--- config.mk ---
export PLATFORM = sky130hd
export DESIGN_NAME = alu_issue_ctrl
export DESIGN_NICKNAME = d
export VERILOG_FILES = /design/src/rtl/misc_v_pkg.sv /design/src/rtl/alu_rsp_fifo.sv /design/src/rtl/alu_issue_ctrl.sv
export SDC_FILE = /design/constraint.sdc
export NUM_CORES = 1
export LEC_CHECK = 0
export CORE_AREA = 10 10 100 102
export CTS_CLUSTER_DIAMETER = 60
export DETAILED_ROUTE_END_ITERATION = 8
export DIE_AREA = 0 0 110 112
export GPL_TIMING_DRIVEN = 0
export HOLD_SLACK_MARGIN = 0.15
export PLACE_DENSITY_LB_ADDON = 0.2
export SLEW_MARGIN = 5
export SYNTH_ARGS = -nofsm -noshare
export SYNTH_HDL_FRONTEND = slang
export SYNTH_SLANG_ARGS = --single-unit
--- constraint.sdc ---
create_clock -name CLK -period 3 [get_ports CLK]
set_clock_uncertainty 0.2 [all_clocks]
set_input_delay 0.45 -clock CLK [delete_from_list [all_inputs] [get_ports CLK]]
set_output_delay 0.45 -clock CLK [all_outputs]
set_load 0.01 [all_outputs]
--- src/rtl/misc_v_pkg.sv ---
// rtl/misc_v_pkg.sv - ALU opcode constants and issue controller state encoding
package misc_v_pkg;

  localparam logic [2:0] ALU_ADD = 3'd0;
  localparam logic [2:0] ALU_SUB = 3'd1;
  localparam logic [2:0] ALU_OR  = 3'd2;
  localparam logic [2:0] ALU_AND = 3'd3;
  localparam logic [2:0] ALU_SHL = 3'd4;
  localparam logic [2:0] ALU_SHR = 3'd5;
  localparam logic [2:0] ALU_XOR = 3'd6;
  localparam logic [2:0] ALU_CLR = 3'd7;

  typedef enum logic [1:0] {
    IDLE = 2'd0,
    WAIT = 2'd1,
    CAPT = 2'd2
  } state_t;

endpackage

--- src/rtl/alu_rsp_fifo.sv ---
// rtl/alu_rsp_fifo.sv - synchronous response FIFO with flush and registered occupancy count
module alu_rsp_fifo #(
  parameter int W     = 21,
  parameter int DEPTH = 2
) (
  input  logic                     CLK,
  input  logic                     RST_N,
  input  logic                     flush,
  input  logic                     push,
  input  logic [W-1:0]             wdata,
  input  logic                     pop,
  output logic [W-1:0]             rdata,
  output logic                     full,
  output logic                     empty,
  output logic [$clog2(DEPTH):0]   count
);

  localparam int AW = $clog2(DEPTH);

  logic [W-1:0]  mem [DEPTH];
  logic [AW-1:0] wp;
  logic [AW-1:0] rp;

  // Pointers wrap naturally because DEPTH is a power of two.
  always_ff @(posedge CLK or negedge RST_N) begin
    if (!RST_N) begin
      wp    <= '0;
      rp    <= '0;
      count <= '0;
    end else if (flush) begin
      wp    <= '0;
      rp    <= '0;
      count <= '0;
    end else begin
      if (push) wp <= wp + 1'b1;
      if (pop)  rp <= rp + 1'b1;
      count <= count + {{AW{1'b0}}, push} - {{AW{1'b0}}, pop};
    end
  end

  always_ff @(posedge CLK) begin
    if (push && !flush) mem[wp] <= wdata;
  end

  assign rdata = mem[rp];
  assign full  = (count == (AW+1)'(DEPTH));
  assign empty = (count == '0);

endmodule

--- src/rtl/alu_issue_ctrl.sv ---
// rtl/alu_issue_ctrl.sv - single-op-in-flight issue controller for the registered ALU
module alu_issue_ctrl
  import misc_v_pkg::*;
#(
  parameter int DATA_W    = 16,
  parameter int TAG_W     = 4,
  parameter int ALU_LAT   = 1,
  parameter int RSP_DEPTH = 2
) (
  input  logic              CLK,
  input  logic              RST_N,
  input  logic              flush,
  input  logic              req_valid,
  output logic              req_ready,
  input  logic [2:0]        req_op,
  input  logic [DATA_W-1:0] req_a,
  input  logic [DATA_W-1:0] req_b,
  input  logic [TAG_W-1:0]  req_tag,
  output logic [DATA_W-1:0] alu_a,
  output logic [DATA_W-1:0] alu_b,
  output logic [2:0]        alu_op,
  input  logic [DATA_W-1:0] alu_result,
  input  logic              alu_zero,
  output logic              rsp_valid,
  input  logic              rsp_ready,
  output logic [DATA_W-1:0] rsp_result,
  output logic              rsp_zero,
  output logic [TAG_W-1:0]  rsp_tag
);

  localparam int FW = DATA_W + 1 + TAG_W;
  localparam int CW = (ALU_LAT > 1) ? $clog2(ALU_LAT) : 1;
  localparam int AW = $clog2(RSP_DEPTH);

  state_t           state;
  state_t           state_nxt;
  logic [CW-1:0]    cnt;
  logic [CW-1:0]    cnt_nxt;
  logic [TAG_W-1:0] tag_q;

  logic             accept;
  logic             push;
  logic             pop;
  logic             full;
  logic             empty;
  logic [AW:0]      count;
  logic [FW-1:0]    rdata;

  assign rsp_valid = (count != '0);
  assign pop       = rsp_valid && rsp_ready;
  // A same-cycle pop frees a slot, so a full FIFO being drained still accepts.
  assign req_ready = RST_N && (state == IDLE) && !flush && (!full || pop);
  assign accept    = req_valid && req_ready;
  assign push      = (state == CAPT) && !flush;

  always_comb begin
    state_nxt = state;
    cnt_nxt   = cnt;
    case (state)
      IDLE: begin
        if (accept) begin
          state_nxt = WAIT;
          cnt_nxt   = '0;
        end
      end
      WAIT: begin
        if (cnt == CW'(ALU_LAT - 1)) state_nxt = CAPT;
        else                         cnt_nxt   = cnt + 1'b1;
      end
      CAPT:    state_nxt = IDLE;
      default: state_nxt = IDLE;
    endcase
    if (flush) begin
      state_nxt = IDLE;
      cnt_nxt   = '0;
    end
  end

  // Operands and tag stay registered until the next accept; flush leaves them alone.
  always_ff @(posedge CLK or negedge RST_N) begin
    if (!RST_N) begin
      state  <= IDLE;
      cnt    <= '0;
      alu_a  <= '0;
      alu_b  <= '0;
      alu_op <= ALU_CLR;
      tag_q  <= '0;
    end else begin
      state <= state_nxt;
      cnt   <= cnt_nxt;
      if (accept) begin
        alu_a  <= req_a;
        alu_b  <= req_b;
        alu_op <= req_op;
        tag_q  <= req_tag;
      end
    end
  end

  alu_rsp_fifo #(
    .W     (FW),
    .DEPTH (RSP_DEPTH)
  ) u_fifo (
    .CLK   (CLK),
    .RST_N (RST_N),
    .flush (flush),
    .push  (push),
    .wdata ({alu_result, alu_zero, tag_q}),
    .pop   (pop),
    .rdata (rdata),
    .full  (full),
    .empty (empty),
    .count (count)
  );

  assign {rsp_result, rsp_zero, rsp_tag} = empty ? '0 : rdata;

endmodule

======== After elaboration in Yosys (flattened, before gate mapping) ========
Memories as Yosys holds them, arrays and structs flattened.
Cells that the tools add are included.
word-level totals
  bits in registers ....................... 46
  bits in writable memories ............... 42
  input bits .............................. 61
  output and inout port bits .............. 58
  logic and storage cells ................. 54
  memories kept ........................... 1
memories
  memory      depth  bits a word  read ports  clocked after memory_dff  wr ports  RTL line            text
  u_fifo.mem  2      21           1           0                         1         alu_rsp_fifo.sv:20  logic [W-1:0] mem [DEPTH];
operators by class
  add/sub/neg operators ................... 5
  equal/unequal tests ..................... 5
  multiplexer cells ....................... 16
  reductions and logical operators ........ 18
operators by type and width
  operator                                              count
  2-to-1 mux 21 bit                                     1
  2-to-1 mux 1 bit                                      9
  2-to-1 mux 2 bit                                      4
  logical AND 1 bit                                     7
  inequality test 3 bit (second input constant)         2
  nonzero test 2 bit                                    3
  equality test 2 bit (second input constant)           2
  zero test 2 bit                                       2
  case mux 2 bit (2 select lines)                       1
  AND reduction 2 bit                                   2
  adder 1 bit (second input constant)                   3
  nonzero test 3 bit                                    1
  adder 2 x 1 -> 2 bit                                  1
  equality test 2 x 1 -> 1 bit (second input constant)  1
  zero test 1 bit                                       2
  case mux 1 bit (2 select lines)                       1
  subtractor 2 x 1 -> 2 bit                             1
  logical OR 1 bit                                      1

======== Longest topological paths before layout ========
Gate-level depths: netlist of the first run.
  word-level depth ........................ 8
  depth in mapped cells ................... 7
  gate-level depth less buffers ........... 7

======== Cells and area by module ========
From an unflattened synthesis of the first run, not the netlist that was laid out.
unflattened totals
  cell total of the unflattened synthesis .. 200
  area, all modules ....................... 3608.5 um^2
by module, submodules not included
  module          times used  cells an instance  area each (um^2)  seq. area each (um^2)
  alu_issue_ctrl  1           116                1871.8            1029.7
  alu_rsp_fifo    1           84                 1736.7            1361.3

======== Worst setup path after synthesis of the first run ========
OpenSTA, ideal clock, no wires.
  path type ............................... reg-to-reg
  start ................................... register state[0]
  end ..................................... memory u_fifo.mem[0][0], enable pin
  setup time .............................. 401 ps
  data arrival time ....................... 1717 ps
  required time ........................... 2399 ps
  setup slack ............................. 682 ps
  cell stages (with the launch flop) ...... 4
  buffers on the path ..................... 0
  clock period less this slack ............ 2318 ps
  path through ............................ dfrtp_1 > nor2b_1 > nor2b_1 > nor2b_1
between the ends
  word-level cells in the longest chain between the ends .. 5
ends and longest elaborated chain
  element                                 RTL line              text
  start, declared                         alu_issue_ctrl.sv:35  state_t state;
  start signal, assigned                  alu_issue_ctrl.sv:89  state <= state_nxt;
  equality test 2 bit                     alu_issue_ctrl.sv:54  assign push = (state == CAPT) && !flush;
  logical AND 1 bit                       alu_issue_ctrl.sv:54
  logical AND 1 bit                       alu_rsp_fifo.sv:42    if (push && !flush) mem[wp] <= wdata;
  2-to-1 mux 1 bit                        alu_rsp_fifo.sv:42
  2-to-1 mux 1 bit (implied by the code)  alu_rsp_fifo.sv:42
  end, declared                           alu_rsp_fifo.sv:20
Every way passes these cells.

======== Worst setup path after layout of the first run ========
  start ................................... input RST_N
  end ..................................... output req_ready
between the ends
  word-level cells in the longest chain between the ends .. 3
ends and longest elaborated chain
  element                         RTL line              text
  start, declared                 alu_issue_ctrl.sv:11  input logic RST_N,
  logical AND 1 bit (3 in a row)  alu_issue_ctrl.sv:52  assign req_ready = RST_N && (state == IDLE) && !flush && (!full || pop);
  end, declared                   alu_issue_ctrl.sv:14  output logic req_ready,
Every way passes these cells.

==> results of run 1 <==
-- worst reg2reg max path, cell delays in order (launching register included) --
cell and delay (ns):
sky130_fd_sc_hd__dfrtp_1 0.41, sky130_fd_sc_hd__nor2b_1 0.19, sky130_fd_sc_hd__nor2b_1 0.22, sky130_fd_sc_hd__and2_1 0.81
-- final cells by class --
type / instances / area (sq um) / area share, %
Multi-Input combinational cell: 102 / 1033 / 20.07
Tap cell: 105 / 131.4 / 2.551
Clock inverter: 7 / 78.83 / 1.531
Timing Repair Buffer: 123 / 1264 / 24.54
Buffer: 10 / 112.6 / 2.187
Clock buffer: 9 / 123.9 / 2.405
Sequential cell: 87 / 2391 / 46.43
Inverter: 4 / 15.01 / 0.2915
-- worst paths after layout --
path                            depth (start not counted)     start               end  slack, ns
worst max-delay path                                    6     RST_N         req_ready       0.18
worst min-delay path                                    1  state[1]          state[1]       0.28
worst max register to register                          3  state[0]  u_fifo.mem[1][9]       0.79
worst min register to register                          1  state[1]          state[1]       0.28
max in group asynchronous                               3     RST_N          tag_q[3]       1.06
min in group asynchronous                               4     RST_N          alu_b[3]       0.50
-- power by group through the flow --
stage	clock (mW)	sequential [mW]	combinational (mW)
3_5_place_dp	0	1.55	1.48
3_3_place_gp	0	1.55	1.46
6_report	0.820	1.53	1.46
2_1_floorplan	0	1.60	0.650
4_1_cts	0.844	1.53	1.49
5_1_grt	0.902	1.56	1.57
-- timing repair --
| action | 4_1_cts | 5_1_grt |
|---|---|---|
| endpoints found under the hold margin | 16 | 0 |
| resized for setup | 0 | 1 |
| endpoints found under the setup margin | 0 | 1 |
| hold buffers | 3 | 0 |
-- metrics by stage --
stage,instance area [sq um],TNS (ns)
3_5_place_dp,4901,0
3_3_place_gp,4856,-47.33
4_1_cts,5144,0
5_1_grt,5150,0
6_report,5150,0
2_1_floorplan,3543,0
-- cell usage in the layout (no fill, tap or decap), types with 2 or more instances in the layout --
cell                              count
sky130_fd_sc_hd__clkdlybuf4s50_1    117
sky130_fd_sc_hd__dfrtp_1             42
sky130_fd_sc_hd__edfxtp_1            42
sky130_fd_sc_hd__mux2_4              39
sky130_fd_sc_hd__nor2_1              25
sky130_fd_sc_hd__mux2i_1             21
sky130_fd_sc_hd__clkbuf_8             9
sky130_fd_sc_hd__buf_12               6
sky130_fd_sc_hd__inv_1                4
sky130_fd_sc_hd__clkbuf_1             3
sky130_fd_sc_hd__buf_2                3
sky130_fd_sc_hd__nor2b_1              3
sky130_fd_sc_hd__dfstp_2              3
sky130_fd_sc_hd__xor2_1               2
sky130_fd_sc_hd__xnor2_1              2
sky130_fd_sc_hd__ha_1                 2
sky130_fd_sc_hd__clkinvlp_4           2
sky130_fd_sc_hd__dlygate4sd3_1        2
-- registers in the layout, summed over array words and instances (netlist names) --
signal / flops
alu_a: 16
alu_b: 16
alu_op: 3
state: 2
tag_q: 4
u_fifo.count: 2
u_fifo.mem: 42
u_fifo.rp: 1
u_fifo.wp: 1
-- cell families (layout without fill, tap and decap cells) --
group,count (synthesis),in the layout
compound gates,1,1
xor+xnor,4,4
fa+ha+maj,2,2
buf+inv,14,153
flops,87,87
mux,60,60
simple gates,35,35
-- layer usage --
layer,global-route usage [%],vias up,routed length [microns]
li1,-,982,-
met1,14.28,1019,3131
met2,18.62,79,3522
met3,7.151,2,902
met4,3.646,0,22
met5,0,-,0
==> flow_summary.yaml, run 1 <==
global_route:
  grtUsageTotal_pct: 12.27
  overflow: 0
  grt_antenna_before_repair: 0
  number_of_global_route_vias_before_repair: 2312
  grt_first_pass_wirelength_microns: 11790
  pin_count_of_the_biggest_net_entering_global_routing: 30
clocking:
  cts.sink_count: 87
  htree_levels: 3
  post-cts-setup-buffers: 0
  tritoncts: "built"
  clk_root_buffer_cell: "sky130_fd_sc_hd__clkbuf_8"
  clkLatencyLatePin_ns: 0.34
  clkSlewWorstSetupHoldPaths_ns: 0.08
  cts_made_buffers: 9
  cts-root-to-sink-buffers: 2
place:
  buffer_ports.inserted: 118
  gp_congestion: 0.6673
  placed_cells: 428
  placement.setup.worst_slack_ns: 0.1312
  post-dp-hpwl_microns: 5501
sta:
  postLayoutSetupSlackWorst_ns: 0.1810
  period_minus_slack_ns: 2.819
  finalHoldViolations: 0
  post-route-period-util_pct: 93.97
  remaining_max_slew_budget_at_the_tightest_pin_pct: 34.21
  hold_slack_ns: 0.2819
  final-setup-viol-count: 0
  grt_setup_unrepaired: "false"
  max_freq_ghz: 0.3547
  worst_slew_pin_slew_ns: 0.9868
  timing_max_transition_violations_final: 0
critical_path:
  crit_path_cell_trace: "dlygate4sd3_1 -> buf_2 -> buf_12 -> nor4b_2 -> and2_2 -> clkdlybuf4s50_1"
  timing.critical_path.max_delay_family: "buffers and inverters"
  critical_path.max_fanout: 2
  slowest_stage: "sky130_fd_sc_hd__clkdlybuf4s50_1"
  cp.required_ns: 2.35
  worst-endpoint-arrival_ns: 2.17
  critical_path.endpoint_type: "primary output"
  critical_path_buf_inv_count: 4
  timing_worst_setup_path_type: "in2out"
  worst_setup_path_start_kind: "primary input"
  slowest_delay_ns: 0.57
floorplanning:
  die_width_microns: 110
  coreArea_sq_mm: 0.008051
  io_pins: 119
  fp-row-count: 33
  dieArea_sq_mm: 0.01232
  initial_utilization_pct: 44.01
  die_y_microns: 112
yosys:
  yosys_most_used_dff: "sky130_fd_sc_hd__edfxtp_1"
  synth.yosys.seq_area_share_pct: 67.48
  ys_types: 22
  post_synth_adder_cell_area_pct: 0.7062
  synth.yosys.warnings: 0
  postSynthCellCount: 203
  synth_area_per_cell_sq_um: 17.46
  post-synth-top-area-cell: "sky130_fd_sc_hd__edfxtp_1"
  synth_top_family_by_area: "multiplexers"
  synth-compound-area-share_pct: 0.1412
  synth_top_area_share_pct: 35.59
  synth_simple_gate_area_share_pct: 4.626
  muxShareOfSynthArea_pct: 22.46
  synth_xor_area_share_pct: 0.9887
  netlist_area_sq_mm: 0.003543
  post_synth_main_area_contributors: "sky130_fd_sc_hd__edfxtp_1 (36%), sky130_fd_sc_hd__dfrtp_1 (30%), sky130_fd_sc_hd__mux2_4 (17%)"
  yosys-top-cells-count: "sky130_fd_sc_hd__dfrtp_1 (42), sky130_fd_sc_hd__edfxtp_1 (42), sky130_fd_sc_hd__mux2_4 (39)"
  synth_enable_flop_cells: 42
  synth.net_count: 266
  synth.ff_latch_count: 87
  share_of_flip_flops_with_an_asynchronous_set_or_reset_after_synthesis_pct: 51.72
pwr:
  power.share.clock_pct: 21.5
  p_per_area_mw_per_mm2: 739.9
  cellInternalPower_mw: 2.704
  leak_nw: 2.009
  vdd_ir_drop_max_v: 0.0003346
  comb_power_share_pct: 38.3
  total_power_mw: 3.811
  relative_contribution_of_sequential_cells_to_total_power_pct: 40.2
  total_switching_power_mw: 1.107
  switching_power_share_of_the_total_pct: 29.04
finish:
  layout-drive-gt1-share_pct: 21.05
  fin_util_pct: 63.96
  layoutNonFillerInstCount: 447
  final_nets: 400
  nFillCells: 619
  area_growth_syn_to_layout_pct: 45.34
  antenna_cells: 0
route:
  vias: 2082
  drtIter0Drc: 48
  final_antenna_net_count: 0
  via_per_inst: 4.658
  drt_first_pass_iters: 4
  drt-total-wl_microns: 7578
  routed_wire_length_per_instance_microns: 16.95
  drt_drc_violations_left: 0
outcome:
  run_status: "completed"
run:
  cap_viol_max_count: 0
hold_path:
  min_path_type: "reg2reg"
No activity file was read; power rests on OpenSTA's default activity.
==> inputs of run 2 (changes only) <==
--- a/config.mk
+++ b/config.mk
@@ -5,6 +5,7 @@
 export SDC_FILE = /design/constraint.sdc
 export NUM_CORES = 1
 export LEC_CHECK = 0
+export ABC_CLOCK_PERIOD_IN_PS = 3000
 export CORE_AREA = 10 10 100 102
 export CTS_CLUSTER_DIAMETER = 60
 export DETAILED_ROUTE_END_ITERATION = 8
@@ -12,7 +13,7 @@
 export GPL_TIMING_DRIVEN = 0
 export HOLD_SLACK_MARGIN = 0.15
 export PLACE_DENSITY_LB_ADDON = 0.2
-export SLEW_MARGIN = 5
+export SLEW_MARGIN = 20
 export SYNTH_ARGS = -nofsm -noshare
 export SYNTH_HDL_FRONTEND = slang
 export SYNTH_SLANG_ARGS = --single-unit
==> run 2 against run 1 <==
Routed wire length shrank 0.25%. Sequential power about the same. Sequential cell count stayed put. Utilization decreased by 0.47 points. Sequential share of layout area increased by 0.34 points. Critical endpoint unchanged.
==> flow_summary.yaml, run 2 (synthesized netlist as in run 1, its figures left out) <==
outcome:
  run_status: "completed"
global_route:
  number_of_global_route_vias_before_repair: 2314
  grt_first_pass_wirelength_microns: 11650
  grtUsageTotal_pct: 12.21
  pin_count_of_the_biggest_net_entering_global_routing: 30
  grt_antenna_before_repair: 0
  overflow: 0
clocking:
  post-cts-setup-buffers: 0
  clk_root_buffer_cell: "sky130_fd_sc_hd__clkbuf_8"
  clkLatencyLatePin_ns: 0.35
  cts-root-to-sink-buffers: 2
  cts.sink_count: 87
  clkSlewWorstSetupHoldPaths_ns: 0.08
  cts_made_buffers: 9
  htree_levels: 3
  tritoncts: "built"
place:
  post-dp-hpwl_microns: 5550
  buffer_ports.inserted: 118
  placed_cells: 428
  placedInstanceArea_sq_mm: 0.004885
  gp_congestion: 0.6673
finish:
  fin_area_sq_mm: 0.005112
  largestRegisters: "u_fifo.mem x42, alu_a x16, alu_b x16"
  final_nets: 400
  layout-drive-gt1-share_pct: 21.05
  commonest_non_fill_non_tap_cell_in_the_layout: "sky130_fd_sc_hd__clkdlybuf4s50_1"
  antenna_cells: 0
  fin_util_pct: 63.50
  area_growth_syn_to_layout_pct: 44.28
  top_register: "u_fifo.mem"
  largest_register_ff_count: 42
  most-common-layout-cells: "sky130_fd_sc_hd__clkdlybuf4s50_1 (117), sky130_fd_sc_hd__dfrtp_1 (42), sky130_fd_sc_hd__edfxtp_1 (42)"
  layoutNonFillerInstCount: 447
critical_path:
  slowest_stage: "sky130_fd_sc_hd__clkdlybuf4s50_1"
  slowest_delay_ns: 0.57
  timing.critical_path.max_delay_family: "buffers and inverters"
  crit_path_cell_trace: "dlygate4sd3_1 -> buf_2 -> buf_12 -> nor4b_2 -> and2_2 -> clkdlybuf4s50_1"
  cp.required_ns: 2.35
  worst_setup_path_start_kind: "primary input"
  timing_worst_setup_path_type: "in2out"
  critical_path.max_fanout: 2
  worst-endpoint-arrival_ns: 2.17
  critical_path.endpoint_type: "primary output"
  critical_path_buf_inv_count: 4
route:
  final_antenna_net_count: 0
  drtIter0Drc: 56
  drt-total-wl_microns: 7559
  routed_wire_length_per_instance_microns: 16.91
  drt_first_pass_iters: 4
  vias: 2102
  via_per_inst: 4.702
  drt_drc_violations_left: 0
sta:
  period_minus_slack_ns: 2.819
  finalSetupTns_ns: 0
  grt_setup_unrepaired: "false"
  finalHoldViolations: 0
  remaining_max_slew_budget_at_the_tightest_pin_pct: 33.26
  worst_slew_pin_slew_ns: 1.001
  post-route-period-util_pct: 93.97
  max_freq_ghz: 0.3547
  final-setup-viol-count: 0
  timing_max_transition_violations_final: 0
pwr:
  vdd_ir_drop_max_v: 0.0003439
  p_per_area_mw_per_mm2: 729.8
  leak_nw: 1.993
floorplanning:
  die_width_microns: 110
  dieArea_sq_mm: 0.01232
  initial_utilization_pct: 44.01
  die_y_microns: 112
  io_pins: 119
  fp-row-count: 33
  coreArea_sq_mm: 0.008051
hold_path:
  min_path_type: "reg2reg"
run:
  cap_viol_max_count: 0
[run 2: worst reg2reg max path, delay by kind of cell (launching register included)]
family,cells,cell delay [ns]
DFF,1,0.41
and+or+nand+nor,3,1.20
[run 2: metrics by stage]
stage	worst slack (ns)	hold slack (ns)	total power [mW]
final	0.1810	0.2725	3.731
after global routing	0.05441	0.3095	3.943
after CTS	0.06315	0.2550	3.790
after detailed placement	0.1403	0.2087	3.031
after global placement	-1.242	0.2363	3.006
after floorplan	0.6821	-0.04559	2.254
[run 2: report_power, final]
group | internal, mW | switching [mW] | leakage (nW)
clock network | 0.310 | 0.433 | 0.0877
logic | 0.877 | 0.577 | 0.988
registers | 1.43 | 0.100 | 0.917
total | 2.62 | 1.11 | 1.99
[run 2: metal layers]
metal | wire (microns) | global-route usage [%]
met1 | 3018 | 13.79
met2 | 3554 | 18.86
met3 | 902 | 6.459
met4 | 84 | 4.948
met5 | 0 | 0
[run 2: path summary, 6_finish.rpt]
| kind | slack, ns | cells past startpoint | start | endpoint |
|---|---|---|---|---|
| max | 0.18 | 6 | RST_N | req_ready |
| min | 0.27 | 1 | state[1] | state[1] |
| max reg2reg | 0.81 | 3 | state[0] | u_fifo.mem[1][19] |
| min reg2reg | 0.27 | 1 | state[1] | state[1] |
| max in group asynchronous | 1.08 | 3 | RST_N | alu_a[15] |
| min in group asynchronous | 0.48 | 4 | RST_N | alu_b[9] |
[run 2: final cells by class]
cell class | instances | area [sq um]
repair buffers | 123 | 1247
clock buffers | 9 | 123.9
inverters | 4 | 15.01
plain buffers | 10 | 112.6
clock inverters | 7 | 57.56
fillers | 614 | 2939
flip-flops and latches | 87 | 2391
multi-input cells | 102 | 1033
well taps | 105 | 131.4
[run 2: timing repair]
item | CTS | global route
endpoints found under the hold margin | 16 | 0
hold buffers | 3 | 0
resized for setup | 0 | 1
endpoints found under the setup margin | 0 | 1
==> inputs of run 3 (changes only) <==
--- a/config.mk
+++ b/config.mk
@@ -13,6 +13,7 @@
 export GPL_TIMING_DRIVEN = 0
 export HOLD_SLACK_MARGIN = 0.15
 export PLACE_DENSITY_LB_ADDON = 0.2
+export REMOVE_ABC_BUFFERS = 1
 export SLEW_MARGIN = 20
 export SYNTH_ARGS = -nofsm -noshare
 export SYNTH_HDL_FRONTEND = slang
==> run 3 against run 2 <==
Sequential power is 5% higher. Utilization shrank 0.98 points. Non-clock buffer count shrank 11. Critical endpoint unchanged. Largest power group unchanged. Global-route usage down 0.31 points. Critical path depth down 1.
==> flow_summary.yaml, run 3 (synthesized netlist as in run 1, its figures left out) <==
route:
  vias: 2014
  via_per_inst: 4.619
  final_antenna_net_count: 0
  drt_first_pass_iters: 4
  drt_drc_violations_left: 0
  routed_wire_length_per_instance_microns: 17.08
  drt-total-wl_microns: 7449
  drtIter0Drc: 71
sta:
  worst_slew_pin_slew_ns: 1.018
  period_minus_slack_ns: 2.768
  remaining_max_slew_budget_at_the_tightest_pin_pct: 32.15
  post-route-period-util_pct: 92.28
  max_freq_ghz: 0.3612
  grt_setup_unrepaired: "false"
  timing_max_transition_violations_final: 0
  finalHoldViolations: 0
  final-setup-viol-count: 0
  postLayoutSetupSlackWorst_ns: 0.2316
place:
  gp_congestion: 0.7025
  post-dp-hpwl_microns: 5246
  placedInstanceArea_sq_mm: 0.004790
  placement.setup.worst_slack_ns: 0.1793
  placed_cells: 418
  buffer_ports.inserted: 118
finish:
  final_nets: 389
  most-common-layout-cells: "sky130_fd_sc_hd__clkdlybuf4s50_1 (117), sky130_fd_sc_hd__edfxtp_1 (42), sky130_fd_sc_hd__dfrtp_1 (41)"
  layoutNonFillerInstCount: 436
  largest_register_ff_count: 42
  antenna_cells: 0
  commonest_non_fill_non_tap_cell_in_the_layout: "sky130_fd_sc_hd__clkdlybuf4s50_1"
  layout-drive-gt1-share_pct: 19.94
  largestRegisters: "u_fifo.mem x42, alu_a x16, alu_b x16"
  fin_area_sq_mm: 0.005034
  area_growth_syn_to_layout_pct: 42.06
  top_register: "u_fifo.mem"
critical_path:
  timing.critical_path.max_delay_family: "buffers and inverters"
  worst_setup_path_start_kind: "primary input"
  slowest_delay_ns: 0.53
  rr_startpoint: "state[1]"
  worst-endpoint-arrival_ns: 2.12
  critical_path_buf_inv_count: 3
  crit_path_cell_trace: "dlygate4sd3_1 -> buf_2 -> nor4b_2 -> and2_2 -> clkdlybuf4s50_1"
  crit-reg2reg-capture: "u_fifo.mem[1][8]"
  critical_path.max_fanout: 6
  critical_path.endpoint_type: "primary output"
  timing_worst_setup_path_type: "in2out"
  worstRegToRegCells: 3
  worstSetupEndpoint: "req_ready"
  slowest_stage: "sky130_fd_sc_hd__clkdlybuf4s50_1"
  worstSetupStartpoint: "RST_N"
  cp.required_ns: 2.35
  rrSetupSlack_ns: 0.78
  timing.critical_path.depth: 5
floorplanning:
  die_y_microns: 112
  fp-row-count: 33
  initial_utilization_pct: 44.01
  die_width_microns: 110
  coreArea_sq_mm: 0.008051
  io_pins: 119
  dieArea_sq_mm: 0.01232
clocking:
  clk_root_buffer_cell: "sky130_fd_sc_hd__clkbuf_8"
  cts-root-to-sink-buffers: 2
  clkSlewWorstSetupHoldPaths_ns: 0.08
  clkLatencyLatePin_ns: 0.34
  cts_made_buffers: 9
  post-cts-setup-buffers: 0
  tritoncts: "built"
  htree_levels: 3
  cts.sink_count: 87
hold_path:
  min_path_type: "reg2reg"
pwr:
  relative_contribution_of_sequential_cells_to_total_power_pct: 41.3
  total_switching_power_mw: 1.090
  switching_power_share_of_the_total_pct: 28.13
  vdd_ir_drop_max_v: 0.0003135
  p_per_area_mw_per_mm2: 769.6
  leak_nw: 1.949
  comb_power_share_pct: 36.1
  power.share.clock_pct: 22.7
  cellInternalPower_mw: 2.784
global_route:
  number_of_global_route_vias_before_repair: 2231
  grtUsageTotal_pct: 11.90
  met1_usage_pct: 14.06
  pin_count_of_the_biggest_net_entering_global_routing: 41
  global_route.usage.met3_pct: 7.612
  grt_antenna_before_repair: 0
  gr-max-usage-layer: "met2"
  overflow: 0
  met2_usage_pct: 17.08
  grt_first_pass_wirelength_microns: 11370
run:
  cap_viol_max_count: 0
outcome:
  run_status: "completed"
run 3: power groups by stage:
stage | logic, mW | registers, mW | clock network, mW
after global placement | 1.38 | 1.62 | 0
after CTS | 1.43 | 1.60 | 0.908
after global routing | 1.49 | 1.63 | 0.963
after floorplan | 0.578 | 1.65 | 0
after detailed placement | 1.42 | 1.62 | 0
final | 1.40 | 1.60 | 0.878
run 3: cell type report:
cell class | instances | area (sq um)
tap | 105 | 131.4
timing repair buffer | 122 | 1231
clock buffer | 9 | 123.9
clock inverter | 7 | 93.84
fill | 633 | 3018
sequential | 87 | 2392
inverter | 4 | 15.01
multi-input combinational | 102 | 1046
run 3: worst min path at each step:
| stage | startpoint | end | depth (start not counted) |
|---|---|---|---|
| 2_1_floorplan | RST_N | alu_a[0] | 0 |
| 5_1_grt | tag_q[0] | u_fifo.mem[1][0] | 0 |
| 3_3_place_gp | state[1] | state[1] | 1 |
| 3_5_place_dp | RST_N | alu_b[9] | 1 |
| 6_report | state[1] | state[1] | 1 |
| 4_1_cts | state[1] | state[1] | 1 |
run 3: metal layers:
layer	vias up	routed length (microns)
met2	94	3210
li1	960	-
met5	-	0
met3	6	1096
met4	0	62
met1	954	3081
run 3: what timing repair did:
| action | 4_1_cts | 5_1_grt |
|---|---|---|
| hold buffers | 2 | 0 |
| endpoints found under the setup margin | 0 | 1 |
| hold endpoints to repair | 15 | 0 |
| resized for setup | 0 | 1 |
run 3: through the flow:
stage          utilization [%]  power, mW  TNS (ns)  hold slack [ns]
6_report                 62.52      3.874         0           0.2730
5_1_grt                  62.52      4.089         0           0.3016
4_1_cts                  62.44      3.939         0           0.2570
3_5_place_dp             59.49      3.039         0           0.2256
3_3_place_gp             58.91      2.997   -111.45           0.2372
2_1_floorplan                -      2.229         0         -0.04559
